### config.mk
export PLATFORM = sky130hd
export DESIGN_NAME = input_debounce
export DESIGN_NICKNAME = d
export VERILOG_FILES = /design/src/rtl/input_debounce_pkg.sv /design/src/rtl/debounce_channel.sv /design/src/rtl/input_debounce.sv
export SDC_FILE = /design/constraint.sdc
export NUM_CORES = 1
export LEC_CHECK = 0
export BUFFER_PORTS_ARGS = -buffer_cell sky130_fd_sc_hd__buf_2
export CAP_MARGIN = 20
export CORE_ASPECT_RATIO = 1.75
export CORE_UTILIZATION = 36
export DETAILED_ROUTE_END_ITERATION = 6
export HOLD_SLACK_MARGIN = 0.1
export PLACE_DENSITY = 0.66
export SYNTH_ARGS = -nofsm -noshare
export SYNTH_HDL_FRONTEND = slang
export SYNTH_HIERARCHICAL = 1
export SYNTH_SLANG_ARGS = --single-unit
### constraint.sdc
create_clock -name clk -period 2.5 [get_ports clk]
set_clock_uncertainty 0.1 [all_clocks]
set_input_delay 0.625 -clock clk [delete_from_list [all_inputs] [get_ports clk]]
set_output_delay 0.625 -clock clk [all_outputs]
set_load 0.005 [all_outputs]
### src/rtl/input_debounce_pkg.sv
// Shared types and constants for the input_debounce block.
// Glitch counters are built only with INPUT_DEBOUNCE_GLITCH_CNT_EN.
package input_debounce_pkg;

    typedef enum logic [0:0] {
        STABLE   = 1'b0,
        CHECKING = 1'b1
    } debounce_state_e;

    localparam int GLITCH_CNT_WIDTH = 8;

    localparam logic [GLITCH_CNT_WIDTH-1:0] GLITCH_CNT_MAX = 8'd255;

endpackage

### src/rtl/debounce_channel.sv
// One debounce channel: synchronizer, hold-time FSM, optional glitch counter.
// Glitch counter present only with INPUT_DEBOUNCE_GLITCH_CNT_EN.
module debounce_channel
    import input_debounce_pkg::*;
#(
    parameter int       SYNC_STAGES = 2,
    parameter int       CNT_WIDTH   = 16,
    parameter logic     RESET_LEVEL = 1'b0
) (
    input  logic                 clk,
    input  logic                 rst_n,
    input  logic                 enable,
    input  logic [CNT_WIDTH-1:0] debounce_time,
    input  logic                 in,
    output logic                 out
`ifdef INPUT_DEBOUNCE_GLITCH_CNT_EN
    ,
    input  logic                 glitch_clr,
    output logic [GLITCH_CNT_WIDTH-1:0] glitch_cnt
`endif
);

    logic [SYNC_STAGES-1:0] sync;
    logic                   s;
    debounce_state_e        state;
    logic [CNT_WIDTH-1:0]   cnt;

    always_ff @(posedge clk or negedge rst_n) begin
        if (!rst_n) begin
            sync <= {SYNC_STAGES{RESET_LEVEL}};
        end else begin
            sync <= {sync[SYNC_STAGES-2:0], in};
        end
    end

    assign s = sync[SYNC_STAGES-1];

    // cnt saturates implicitly: >= compare stops it at debounce_time
    always_ff @(posedge clk or negedge rst_n) begin
        if (!rst_n) begin
            state <= STABLE;
            cnt   <= '0;
            out   <= RESET_LEVEL;
        end else if (!enable) begin
            state <= STABLE;
            cnt   <= '0;
            out   <= s;
        end else begin
            unique case (state)
                STABLE: begin
                    if (s != out) begin
                        state <= CHECKING;
                        cnt   <= '0;
                    end
                end
                CHECKING: begin
                    if (s == out) begin
                        state <= STABLE;
                        cnt   <= '0;
                    end else if (cnt >= debounce_time) begin
                        out   <= s;
                        state <= STABLE;
                        cnt   <= '0;
                    end else begin
                        cnt <= cnt + 1'b1;
                    end
                end
                default: begin
                    state <= STABLE;
                    cnt   <= '0;
                end
            endcase
        end
    end

`ifdef INPUT_DEBOUNCE_GLITCH_CNT_EN
    logic glitch;

    assign glitch = enable && (state == CHECKING) && (s == out);

    always_ff @(posedge clk or negedge rst_n) begin
        if (!rst_n) begin
            glitch_cnt <= '0;
        end else if (glitch_clr) begin
            glitch_cnt <= '0;
        end else if (glitch && (glitch_cnt != GLITCH_CNT_MAX)) begin
            glitch_cnt <= glitch_cnt + 1'b1;
        end
    end
`endif

endmodule

### src/rtl/input_debounce.sv
// Multi-channel input debouncer; one debounce_channel per input bit.
// Glitch counter ports present only with INPUT_DEBOUNCE_GLITCH_CNT_EN.
module input_debounce
    import input_debounce_pkg::*;
#(
    parameter int   WIDTH       = 1,
    parameter int   SYNC_STAGES = 2,
    parameter int   CNT_WIDTH   = 16,
    parameter logic RESET_LEVEL = 1'b0
) (
    input  logic                 clk,
    input  logic                 rst_n,
    input  logic                 enable,
    input  logic [CNT_WIDTH-1:0] debounce_time,
    input  logic [WIDTH-1:0]     in,
    output logic [WIDTH-1:0]     out
`ifdef INPUT_DEBOUNCE_GLITCH_CNT_EN
    ,
    input  logic                 glitch_clr,
    output logic [WIDTH*GLITCH_CNT_WIDTH-1:0] glitch_cnt
`endif
);

    for (genvar i = 0; i < WIDTH; i++) begin : g_ch
        debounce_channel #(
            .SYNC_STAGES (SYNC_STAGES),
            .CNT_WIDTH   (CNT_WIDTH),
            .RESET_LEVEL (RESET_LEVEL)
        ) u_ch (
            .clk           (clk),
            .rst_n         (rst_n),
            .enable        (enable),
            .debounce_time (debounce_time),
            .in            (in[i]),
            .out           (out[i])
`ifdef INPUT_DEBOUNCE_GLITCH_CNT_EN
            ,
            .glitch_clr    (glitch_clr),
            .glitch_cnt    (glitch_cnt[i*GLITCH_CNT_WIDTH +: GLITCH_CNT_WIDTH])
`endif
        );
    end

endmodule
### Yosys cells after proc, flatten, opt, wreduce, memory -nomap -nowiden

Index checks and enable logic that the tools add are counted.

| word-level totals | value |
|---|---|
| flip-flop bits (word level) | 20 |
| input port bits | 20 |
| logic and storage cells | 28 |

| cells by class | value |
|---|---|
| add/subtract/negate cells | 1 |
| magnitude comparators | 1 |
| equality and inequality tests | 6 |
| multiplexer cells | 14 |
| bitwise logic cells | 1 |
| reductions and logical operators | 1 |

Operator list:

| kind | count |
|---|---|
| $mux 16 | 4 |
| $pmux 16 s2 | 1 |
| $add 16x1->16 const B | 1 |
| $ge 16x16->1 | 1 |
| $mux 1 | 8 |
| $ne 2x1->1 const B | 2 |
| $ne 3x2->1 const B | 1 |
| $reduce_and 3->1 | 1 |
| $ne 2x2->1 const B | 1 |
| $pmux 1 s2 | 1 |
| $eq 1x1->1 | 1 |
| $ne 1x1->1 | 1 |
| $not 1->1 | 1 |

### Logic depth before layout (Yosys ltp)

| depth | value |
|---|---|
| word-level depth | 5 |
| depth in mapped cells | 9 |
| depth with buffers taken out | 8 |

### Worst setup path before layout

OpenSTA, ideal clock, no wires.

| timing | value |
|---|---|
| path kind | input to register |
| start | input port debounce_time[2] |
| end | register g_ch[0].u_ch.out |
| library setup time | 125 ps |
| arrival | 2166 ps |
| data required time | 2275 ps |
| slack | 109 ps |
| stages | 8 |
| cell sequence | inv_1 ha_1 a211oi_1 o21ai_1 a41oi_2 o21ai_0 a21boi_1 mux2_2 |

| between the ends | value |
|---|---|
| word-level cells in the longest chain between the ends | 3 |

RTL lines:

| item | RTL line | text |
|---|---|---|
| from (decl) | input_debounce.sv:14 | `input logic [CNT_WIDTH-1:0] debounce_time,` |
| $ge 16x16->1 | debounce_channel.sv:60 | `end else if (cnt >= debounce_time) begin` |
| $ne 2x1->1 (no source line) | n/a |  |
| $reduce_and 3->1 (no source line) | n/a |  |
| to (signal assigned) | debounce_channel.sv:47 | `out <= s;` |
| to (signal assigned) | debounce_channel.sv:61 | `out <= s;` |
| to (decl) | debounce_channel.sv:15 | `output logic out` |

No other way between the ends.
A chain may end at the register's enable or synchronous reset.

### Worst setup path in the final report

| timing | value |
|---|---|
| start | input port debounce_time[7] |
| end | register g_ch[0].u_ch.out |

The elaborated chain is that of the path after synthesis.

==> flow_summary.ini <==
[clock_tree]
cts_tree = yes
cts_buffer_depth = 2
cts.htree.levels = 1
cts_root_buf = clkbuf_8
clkSlewWorstSetupHoldPaths_ps = 80
clock-sinks = 20
cts_buffers = 3
clock_latency_ps = 260

[routing]
routed_wl_um = 3210
routedWlPerCell_um = 13.0
ant_nets = 0
drc = 0
route.vias.total = 1268
firstDrtPassIters = 4
drtIter0Drc = 15
viasPerCell = 5.15

[worst_setup_path]
crit_chain = buf_2 -> inv_1 -> ha_1 -> a211oi_1 -> o211ai_1 -> a41oi_2 -> o21ai_0 -> a21boi_1 -> mux2_2
worstPathArrival_ps = 2420
cpMaxStageDelayCell = mux2_2
worst-path-buf-inv = 2
required_ps = 2550
cp_top_family = compound AO/OA/AOI/OAI gates
crit_path_max_incr_delay_ps = 340
path_class = in2reg
critPathLaunchType = input port
worstSetupEndpointType = flop
path_max_fanout = 3

[global_routing]
grt_pass1_vias = 1297
globalRouteOverflowTotal = 0
grt_pass1_wl_um = 5450
grt_use_total_pct = 16.8
grt_max_degree = 23
antenna_found_initial = 0

[floorplanning]
rows = 30
io_pins = 21
die_area_sq_um = 4260
start_util_pct = 37.5
die_h_um = 85.6
die_x_um = 49.8
core_area_sq_um = 3830

[status]
status = complete, no violations

[placement]
dpl_cell_area_sq_um = 1670
routabilityCongestion = 0.828
io_buffer_count = 20
hpwlAfterDp_um = 2490

[power_and_ir_drop]
p_int_w = 0.000587
swShare_pct = 22.2
finalPower_w = 0.000754
p_per_area_nw_per_um2 = 426
power.leakage_nw = 0.995
vdd_ir_drop_max_mv = 0.333
combPwrFrac_pct = 12.8
p_clk_share_pct = 42.9
p_switching_w = 0.000167
power_frac_seq_pct = 44.3

[timing]
slew_headroom_pct = 65.4
finalCritPeriodShare_pct = 95.1
final-max-slew-violation-count = 0
hold_viol_final = 0
rsz0062_at_grt = no
setup_viol = 0
max_clock_freq_mhz = 421
finalSetupTns_ps = 0
period_needed_ps = 2380
tightest_slew_ps = 518

[finish]
nFillCells = 401
fin_area_sq_um = 1770
utilization_pct = 46.3
nNetsFinal = 236
syn_to_final_growth_pct = 23.3
antennaDiodeCount = 0
drive_gt1_share_pct = 24.2

[synthesis]
netlist_instances = 162
synth_fp_nets = 199
synthTopCellsByCount = dfrtp_1, inv_1, nand2_1
synth.avg_cell_area_sq_um = 8.87
synth_area_leaders = dfrtp_1, ha_1, inv_1
synthArstFlopShare_pct = 100
synth_edf_count = 0
syn-cell-area_sq_um = 1440
synth_most_common_cell = dfrtp_1
ys_ff_latch = 20
yosys_warnings = 6
synth_top_area_share_pct = 34.8
yosysSeqAreaShare_pct = 34.8
synth-main-ff-cell = dfrtp_1
synth_largest_area_cell = dfrtp_1
ys_types = 36

[min_path]
hold_class = in2async

[job]
max-cap-violations = 0
==> repair_timing <==
| item | CTS | global route |
|---|---|---|
| hold buffers | 0 | 0 |
| resized for setup | 0 | 2 |
| buffers inserted | 0 | 1 |
| setup endpoints to repair | 0 | 7 |
==> stage by stage <==
step | setup slack, ps | hold WS, ps | std cells
3_5_place_dp | -169 | 236 | 240
2_1_floorplan | 109 | 229 | 162
5_1_grt | 0.915 | 234 | 246
6_report | 123 | 209 | 246
3_3_place_gp | -185 | 234 | 240
4_1_cts | 98.6 | 230 | 244
==> power groups by stage <==
stage	clock network, W	logic, W	registers [W]
finish	0.000324	0.0000968	0.000334
global route	0.000347	0.000111	0.000335
CTS	0.000335	0.0000969	0.000334
detailed placement	0	0.0000960	0.000341
global placement	0	0.0000942	0.000340
floorplan	0	0.0000520	0.000341
==> state kept, by name, summed over array words and instances, names as in the netlist <==
| signal | count |
|---|---|
| g_ch.u_ch/sync | 2 |
| g_ch.u_ch/cnt | 16 |
| g_ch.u_ch/out | 1 |
| g_ch.u_ch/state | 1 |
==> cells by family after synthesis <==
family / synth area share, %
compound gates: 20.1
flops: 34.8
buf+inv: 6.79
simple gates: 20.8
xor+xnor: 1.83
fa+ha+maj: 14.8
mux: 0.784
==> final cells by class <==
class / instances / area, sq um / share of cell area [%]
clock inverter: 1 / 30.0 / 1.69
timing repair buffer: 34 / 205 / 11.6
sequential: 20 / 500 / 28.2
tap: 48 / 60.1 / 3.39
clock buffer: 3 / 41.3 / 2.33
inverter: 19 / 71.3 / 4.03
multi-input combinational: 121 / 863 / 48.7
==> worst paths after layout <==
path,start,to,slack [ps],cells past startpoint
worst max-delay path,debounce_time[7],g_ch[0].u_ch/out,120,9
worst min-delay path,rst_n,g_ch[0].u_ch/sync[0],210,1
worst max register to register,g_ch[0].u_ch/cnt[7],g_ch[0].u_ch/out,180,7
worst min register to register,g_ch[0].u_ch/sync[0],g_ch[0].u_ch/sync[1],250,0
max in group asynchronous,rst_n,g_ch[0].u_ch/cnt[2],1770,1
min in group clk,g_ch[0].u_ch/sync[0],g_ch[0].u_ch/sync[1],250,0
==> layout by cell type (no fill, tap or decap), types with 2 or more instances in the layout <==
cell type  count
ha_1          17
and3_1         3
nor2_1        11
dfrtp_1       20
nand3_1        6
a211o_1        2
a21o_1         9
o21ai_1        5
a21oi_1        5
nor4_1         3
nand2_1       18
nor3_1         4
buf_4         14
nand4_1        4
inv_1         19
a211oi_1       2
buf_2         20
nor3b_1        2
clkbuf_8       3
xnor2_1        2
o21ai_0       10
==> per-layer routing <==
metal	part of all wire (%)	track usage (%)	vias to the layer above	wire length, um
met1	38	16.3	600	1220
met2	58	33.3	14	1860
li1	-	-	648	-
met3	1.6	1.60	6	51
met4	2.4	8.57	0	76
met5	0	0	-	0
No activity file was read; power rests on OpenSTA's default activity.
